File: config.mk
export PLATFORM = sky130hd
export DESIGN_NAME = sync_fifo_param
export DESIGN_NICKNAME = d
export VERILOG_FILES = /design/src/rtl/sync_fifo_param.sv
export SDC_FILE = /design/constraint.sdc
export NUM_CORES = 1
export LEC_CHECK = 0
export BUFFER_PORTS_ARGS = -buffer_cell sky130_fd_sc_hd__buf_2
export CORE_MARGIN = 2
export CORE_UTILIZATION = 53
export DETAILED_ROUTE_END_ITERATION = 7
export MAX_ROUTING_LAYER = met4
export PLACE_DENSITY = 0.81
export SLEW_MARGIN = 40
export SYNTH_ARGS = -nofsm -noshare
export SYNTH_HDL_FRONTEND = slang
export SYNTH_SLANG_ARGS = --single-unit
File: constraint.sdc
create_clock -name clk -period 3.5 [get_ports clk]
set_input_delay 0.35 -clock clk [delete_from_list [all_inputs] [get_ports clk]]
set_output_delay 0.35 -clock clk [all_outputs]
set_load 0.01 [all_outputs]
File: src/rtl/sync_fifo_param.sv
// rtl/sync_fifo_param.sv - single-clock FIFO with count, thresholds and sticky errors
// Define FIFO_FWFT_EN for first-word-fall-through reads; default is registered read.
module sync_fifo_param #(
  parameter int WIDTH    = 8,
  parameter int DEPTH    = 16,
  parameter int AF_LEVEL = DEPTH - 2,
  parameter int AE_LEVEL = 2
) (
  input  logic                     clk,
  input  logic                     rst,
  input  logic [WIDTH-1:0]         data_in,
  input  logic                     w_in,
  input  logic                     r_in,
  output logic                     w_full,
  output logic                     w_almost_full,
  output logic                     r_empty,
  output logic                     r_almost_empty,
  output logic [$clog2(DEPTH):0]   count,
  output logic [WIDTH-1:0]         data_out,
  output logic                     r_valid,
  output logic                     w_overflow,
  output logic                     r_underflow
);

  localparam int AW = $clog2(DEPTH);
  localparam int CW = AW + 1;

  logic [WIDTH-1:0] r_mem [DEPTH];
  logic [AW-1:0]    r_wr_ptr;
  logic [AW-1:0]    r_rd_ptr;
  logic [CW-1:0]    r_count;
  logic             r_overflow;
  logic             r_underflow_q;
  logic             w_wr_acc;
  logic             w_rd_acc;

  // Flags decode only the registered count, so w_in/r_in never reach them combinationally.
  assign w_full         = (r_count == CW'(DEPTH));
  assign r_empty        = (r_count == '0);
  assign w_almost_full  = (r_count >= CW'(AF_LEVEL));
  assign r_almost_empty = (r_count <= CW'(AE_LEVEL));
  assign count          = r_count;
  assign w_overflow     = r_overflow;
  assign r_underflow    = r_underflow_q;

  assign w_wr_acc = w_in && !w_full;
  assign w_rd_acc = r_in && !r_empty;

  always_ff @(posedge clk) begin
    if (w_wr_acc) begin
      r_mem[r_wr_ptr] <= data_in;
    end
  end

  always_ff @(posedge clk or negedge rst) begin
    if (!rst) begin
      r_wr_ptr      <= '0;
      r_rd_ptr      <= '0;
      r_count       <= '0;
      r_overflow    <= 1'b0;
      r_underflow_q <= 1'b0;
    end else begin
      if (w_wr_acc) r_wr_ptr <= r_wr_ptr + AW'(1);
      if (w_rd_acc) r_rd_ptr <= r_rd_ptr + AW'(1);
      case ({w_wr_acc, w_rd_acc})
        2'b10:   r_count <= r_count + CW'(1);
        2'b01:   r_count <= r_count - CW'(1);
        default: r_count <= r_count;
      endcase
      if (w_in && w_full)  r_overflow    <= 1'b1;
      if (r_in && r_empty) r_underflow_q <= 1'b1;
    end
  end

`ifdef FIFO_FWFT_EN
  // Head word is shown as soon as it exists; r_in pops what is already displayed.
  assign data_out = r_empty ? '0 : r_mem[r_rd_ptr];
  assign r_valid  = !r_empty;
`else
  logic [WIDTH-1:0] r_data_out;
  logic             r_valid_q;

  always_ff @(posedge clk or negedge rst) begin
    if (!rst) begin
      r_data_out <= '0;
      r_valid_q  <= 1'b0;
    end else begin
      r_valid_q <= w_rd_acc;
      if (w_rd_acc) r_data_out <= r_mem[r_rd_ptr];
    end
  end

  assign data_out = r_data_out;
  assign r_valid  = r_valid_q;
`endif

endmodule

After elaboration in Yosys (flattened, before gate mapping)
Memory sizes are Yosys's and may differ from the RTL's. A register that Yosys moved wholly into a read port is not among the register bits. Index checks and enable logic that the tools add are counted. W data, S select, Z words.

Reductions and logical operators: 9. $lt $le $gt $ge: 2. Add/sub/neg operators: 4. Equal/unequal tests: 3. Muxes and demuxes: 3.

Operator list (number): $pmux W5 S2 (1); $add A4 B1 Y4 const B (2); $add A5 B1 Y5 const B (1); $eq A5 B5 Y1 const B (1); $ge A5 B4 Y1 const B (1); $le A5 B2 Y1 const B (1); $logic_not A5 Y1 (1); $sub A5 B1 Y5 const B (1); $logic_and A1 B1 Y1 (4); $logic_not A1 Y1 (3); $eq A2 B1 Y1 const B (1); $eq A2 B2 Y1 const B (1); $mux W1 (2); $reduce_bool A2 Y1 (1).

Memories: 1. Bits in writable memories: 128. Bits of input ports: 12. Output and inout bits: 20. Register bits: 16.

Memory list: r_mem (words 16, width 8, rd ports 1, clocked after memory_dff 1, wr ports 1, RTL line 28) `logic [WIDTH-1:0] r_mem [DEPTH];`.

Logic depth before layout (Yosys ltp)
Depth in word-level cells: 5. Depth in mapped cells: 12.

Worst setup path after synthesis
OpenSTA, ideal clock, no wires.

Path type: register to register. From: register r_count[1] (netlist: count[1]). To: register r_count[4] (netlist: count[4]). Setup time: 0.105 ns. Stages on the path, launching flop included: 13. Buffers on the path: 2. Clock period less this slack: 2.882 ns. Arrival time: 2.777 ns. Path slack: 0.618 ns. Cells stage by stage: dfrtp_1 -> buf_6 -> or4_4 -> o21ai_2 -> inv_2 -> ha_1 -> clkbuf_1 -> xor2_1 -> ha_1 -> o211a_1 -> o21ai_0 -> o41ai_1 -> nor4b_1.

Longest elaborated chain between the ends: 5. Elaborated cells on any way between the ends: 12. Classes of those cells: 2 x add/sub; 3 x eq/ne; 1 x mux; 6 x reduce/logical.

RTL lines: start, declared (RTL line 31) `logic [CW-1:0] r_count;`; start signal, assigned (RTL line 66) `2'b10: r_count <= r_count + CW'(1);`; start signal, assigned (RTL line 67) `2'b01: r_count <= r_count - CW'(1);`; start signal, assigned (RTL line 68) `default: r_count <= r_count;`; $logic_not A5 Y1 (*) (RTL line 39) `assign r_empty = (r_count == '0);`; $logic_not A1 Y1 (*) (RTL line 47) `assign w_rd_acc = r_in && !r_empty;`; $logic_and A1 B1 Y1 (*) (RTL line 47); named net w_rd_acc (RTL line 35) `logic w_rd_acc;`; $eq A2 B1 Y1 or $eq A2 B2 Y1 (tied branches) (RTL line 65) `case ({w_wr_acc, w_rd_acc})`; $pmux W5 S2 or $reduce_bool A2 Y1 (tied branches).

The timed path passes the listed nets; every way through them passes the cells marked *. A chain may end at the register's enable or synchronous reset.

Worst setup path after layout
Same ends and word-level chain as after synthesis.

==> impl_results.md <==
- F_max: 0.326 GHz
- Syn Area/Cell: 18.7 µm²
- Peak VDD IR: 0.524 mV
- Vias: 3,067
- Drt wl/cell: 22.2 µm
- Netlist cell types: 42
- Synth cell count leaders: edfxtp_1 (128), mux4_2 (32), dfrtp_1 (24)
- CTS max path bufs: 2
- Top-count cell post-synth: edfxtp_1
- First-pass GRT wire length: 18,700 µm
- Min-delay worst type: input port to flip-flop
- # diodes: 0
- Drt drc: 0
- Post-synth ARST share: 15.8%
- Max Slew Vio Count: 0
- Synth Instances: 332
- Worst Tran Pin Value: 0.883 ns
- Yosys top cell by area: edfxtp_1
- Worst-path maximum fanout: 11
- Post-Synthesis Cell Area: 6210 µm²
- Slew headroom: 40.9%
- Die H: 112 µm
- Met3 WL: 663 µm
- Overall Power: 6.00 mW
- DR pass1 iterations: 5
- EDFF count, synth: 128
- Full die area: 12,600 µm²
- Drt first-iter violations: 296
- Reg power frac: 42.9%
- Clock Power Share: 31.3%
- Crit path DAT: 3.37 ns
- WL met1: 4710 µm
- Grt total ovfl: 0
- Sequential share of the synthesized area: 71.6%
- Final worst path period need: 3.07 ns
- Combinational fraction of design power: 25.8%
- Layout cells sized above 1: 31.9%
- Vias in the first global route: 3,327
- RSZ-0062 raised after global routing: no
- Cts repair resizes: 0
- GPL Wtd Cong: 0.808
- Initial cell density of the core: 54.4%
- Port buffer count: 31
- MaxCap Viol Count: 0
- Final setup viols: 0
- Worst skew pair latency: 0.42 ns
- LEAKAGE: 2.50 nW
- Register bit total from synthesis: 152
- Initial antenna violation count: 0
- Worst Path Class, Setup: flip-flop to flip-flop
- IO Pins: 32
- Clock transition at path regs: 0.06 ns
- Met2 WL: 6220 µm
- Clock Skew: 0.00805 ns
- Sw Ratio: 30.0%
- Internal Power: 4.20 mW
- Final worst-path cycle share: 87.7%
- Vias per inst: 5.81
- Design area: 7140 µm²
- Core area: 11,400 µm²
- Top cells by area, synth: edfxtp_1 (62%), mux4_2 (12%), dfrtp_1 (9.7%)
- Die X: 112 µm
- Setup TNS: 0 ns
- Largest net degree at the start of global routing: 34
- H-tree depth: 4
- Synthesis Warnings: 0
- Worst endpoint required time: 3.80 ns
- Post-DP HPWL: 7060 µm
- Antenna-violating nets left: 0
- Root Buffer Master: clkbuf_16
- Top sig layer: met4
- Post-synth top area share: 61.9%
- Pwr dens: 841 nW/µm²
- Number of cell rows: 39
- CTS tree: yes
- Area after DPL: 6500 µm²
- Critical path startpoint category: flip-flop
- Syn nets: 353
- Main synth FF type: edfxtp_1
- CP endpoint kind: flip-flop
- Num CTS Buffers: 17
- Overall routing resource usage: 21.2%
- Detailed Route WL: 11,700 µm
- Status: complete, no violations
- Layout area overhead: 15.0%
- Final nets: 393
- Switch Pwr: 1.80 mW
- Num Clock Sinks: 152
- Final hold violation count: 0
-- final timing paths --
path,start,endpoint,slack [ns],depth (start not counted)
worst max-delay path,count[1]$_DFFE_PN0P_,count[4]$_DFFE_PN0P_,0.43,10
worst min-delay path,w_in,w_overflow$_DFFE_PN0P_,0.16,2
worst min register to register,r_underflow$_DFFE_PN0P_,r_underflow$_DFFE_PN0P_,0.45,1
worst max register to register,count[1]$_DFFE_PN0P_,count[4]$_DFFE_PN0P_,0.43,10
max in group asynchronous,rst,r_rd_ptr[2]$_DFFE_PN0P_,2.62,2
min in group asynchronous,rst,count[0]$_DFFE_PN0P_,0.47,2
-- layer usage --
metal	vias to the layer above	GRT usage [%]
met5	-	-
met4	0	5.53
met3	12	6.26
met2	96	35.3
met1	1568	25.7
li1	1391	-
-- worst max-delay path, stage by stage (launching register included) --
cell and delay (ns):
dfrtp_1 0.49, or4_4 0.60, o21ai_2 0.17, inv_2 0.12, ha_1 0.33, xor2_1 0.19, ha_1 0.23, o211a_1 0.24
o21ai_0 0.18, o41ai_1 0.11, nor4b_1 0.30
-- layout by cell type, fill, tap and decap left out, types with 5 or more instances in the layout --
cell / count
edfxtp_1: 128
mux4_2: 32
buf_2: 31
nand2_1: 23
dfrtp_1: 22
clkbuf_16: 17
mux2i_1: 16
nor2_1: 9
nor2_2: 9
ha_1: 9
o221ai_2: 8
buf_4: 8
xnor2_1: 6
inv_1: 5
-- flip-flops by register name, summed over array words and instances, names as in the netlist --
register / cells
count: 5
r_valid: 1
w_overflow: 1
r_rd_ptr: 4
r_mem: 128
r_underflow: 1
r_wr_ptr: 4
data_out: 8
-- stage by stage --
step	instances	setup slack (ns)	hold WS, ns	utilization, %
after floorplan	332	0.618	0.0544	-
after global placement	495	0.599	0.372	56.9
after global routing	528	0.231	0.155	62.5
final	528	0.431	0.159	62.5
after CTS	528	0.427	0.149	62.4
after detailed placement	495	0.449	0.387	57.0
-- layout make-up --
| class | count | area [µm²] |
|---|---|---|
| well taps | 143 | 179 |
| repair buffers | 40 | 225 |
| multi-input cells | 155 | 1660 |
| fillers | 803 | 4280 |
| clock inverters | 12 | 173 |
| inverters | 6 | 22.5 |
| clock buffers | 20 | 437 |
| flip-flops and latches | 152 | 4450 |
-- timing repair --
action | 4_1_cts | 5_1_grt
setup buffers | 0 | 0
hold buffers | 1 | 0
endpoints found under the hold margin | 24 | 0
-- power by group through the flow --
stage	Clock, mW	Sequential [mW]	Combinational, mW
after global routing	1.98	2.63	1.68
after CTS	1.91	2.58	1.57
after floorplan	0	2.43	1.27
after detailed placement	0	2.61	1.55
after global placement	0	2.59	1.49
final	1.88	2.58	1.55
-- cells by family after synthesis --
group           share of synthesized area [%]
compound gates                           3.91
xor+xnor                                 1.27
fa+ha+maj                                1.81
buf+inv                                  2.06
flops                                    71.6
mux                                      14.4
simple gates                             4.96
(Power assumes the default switching activity.)
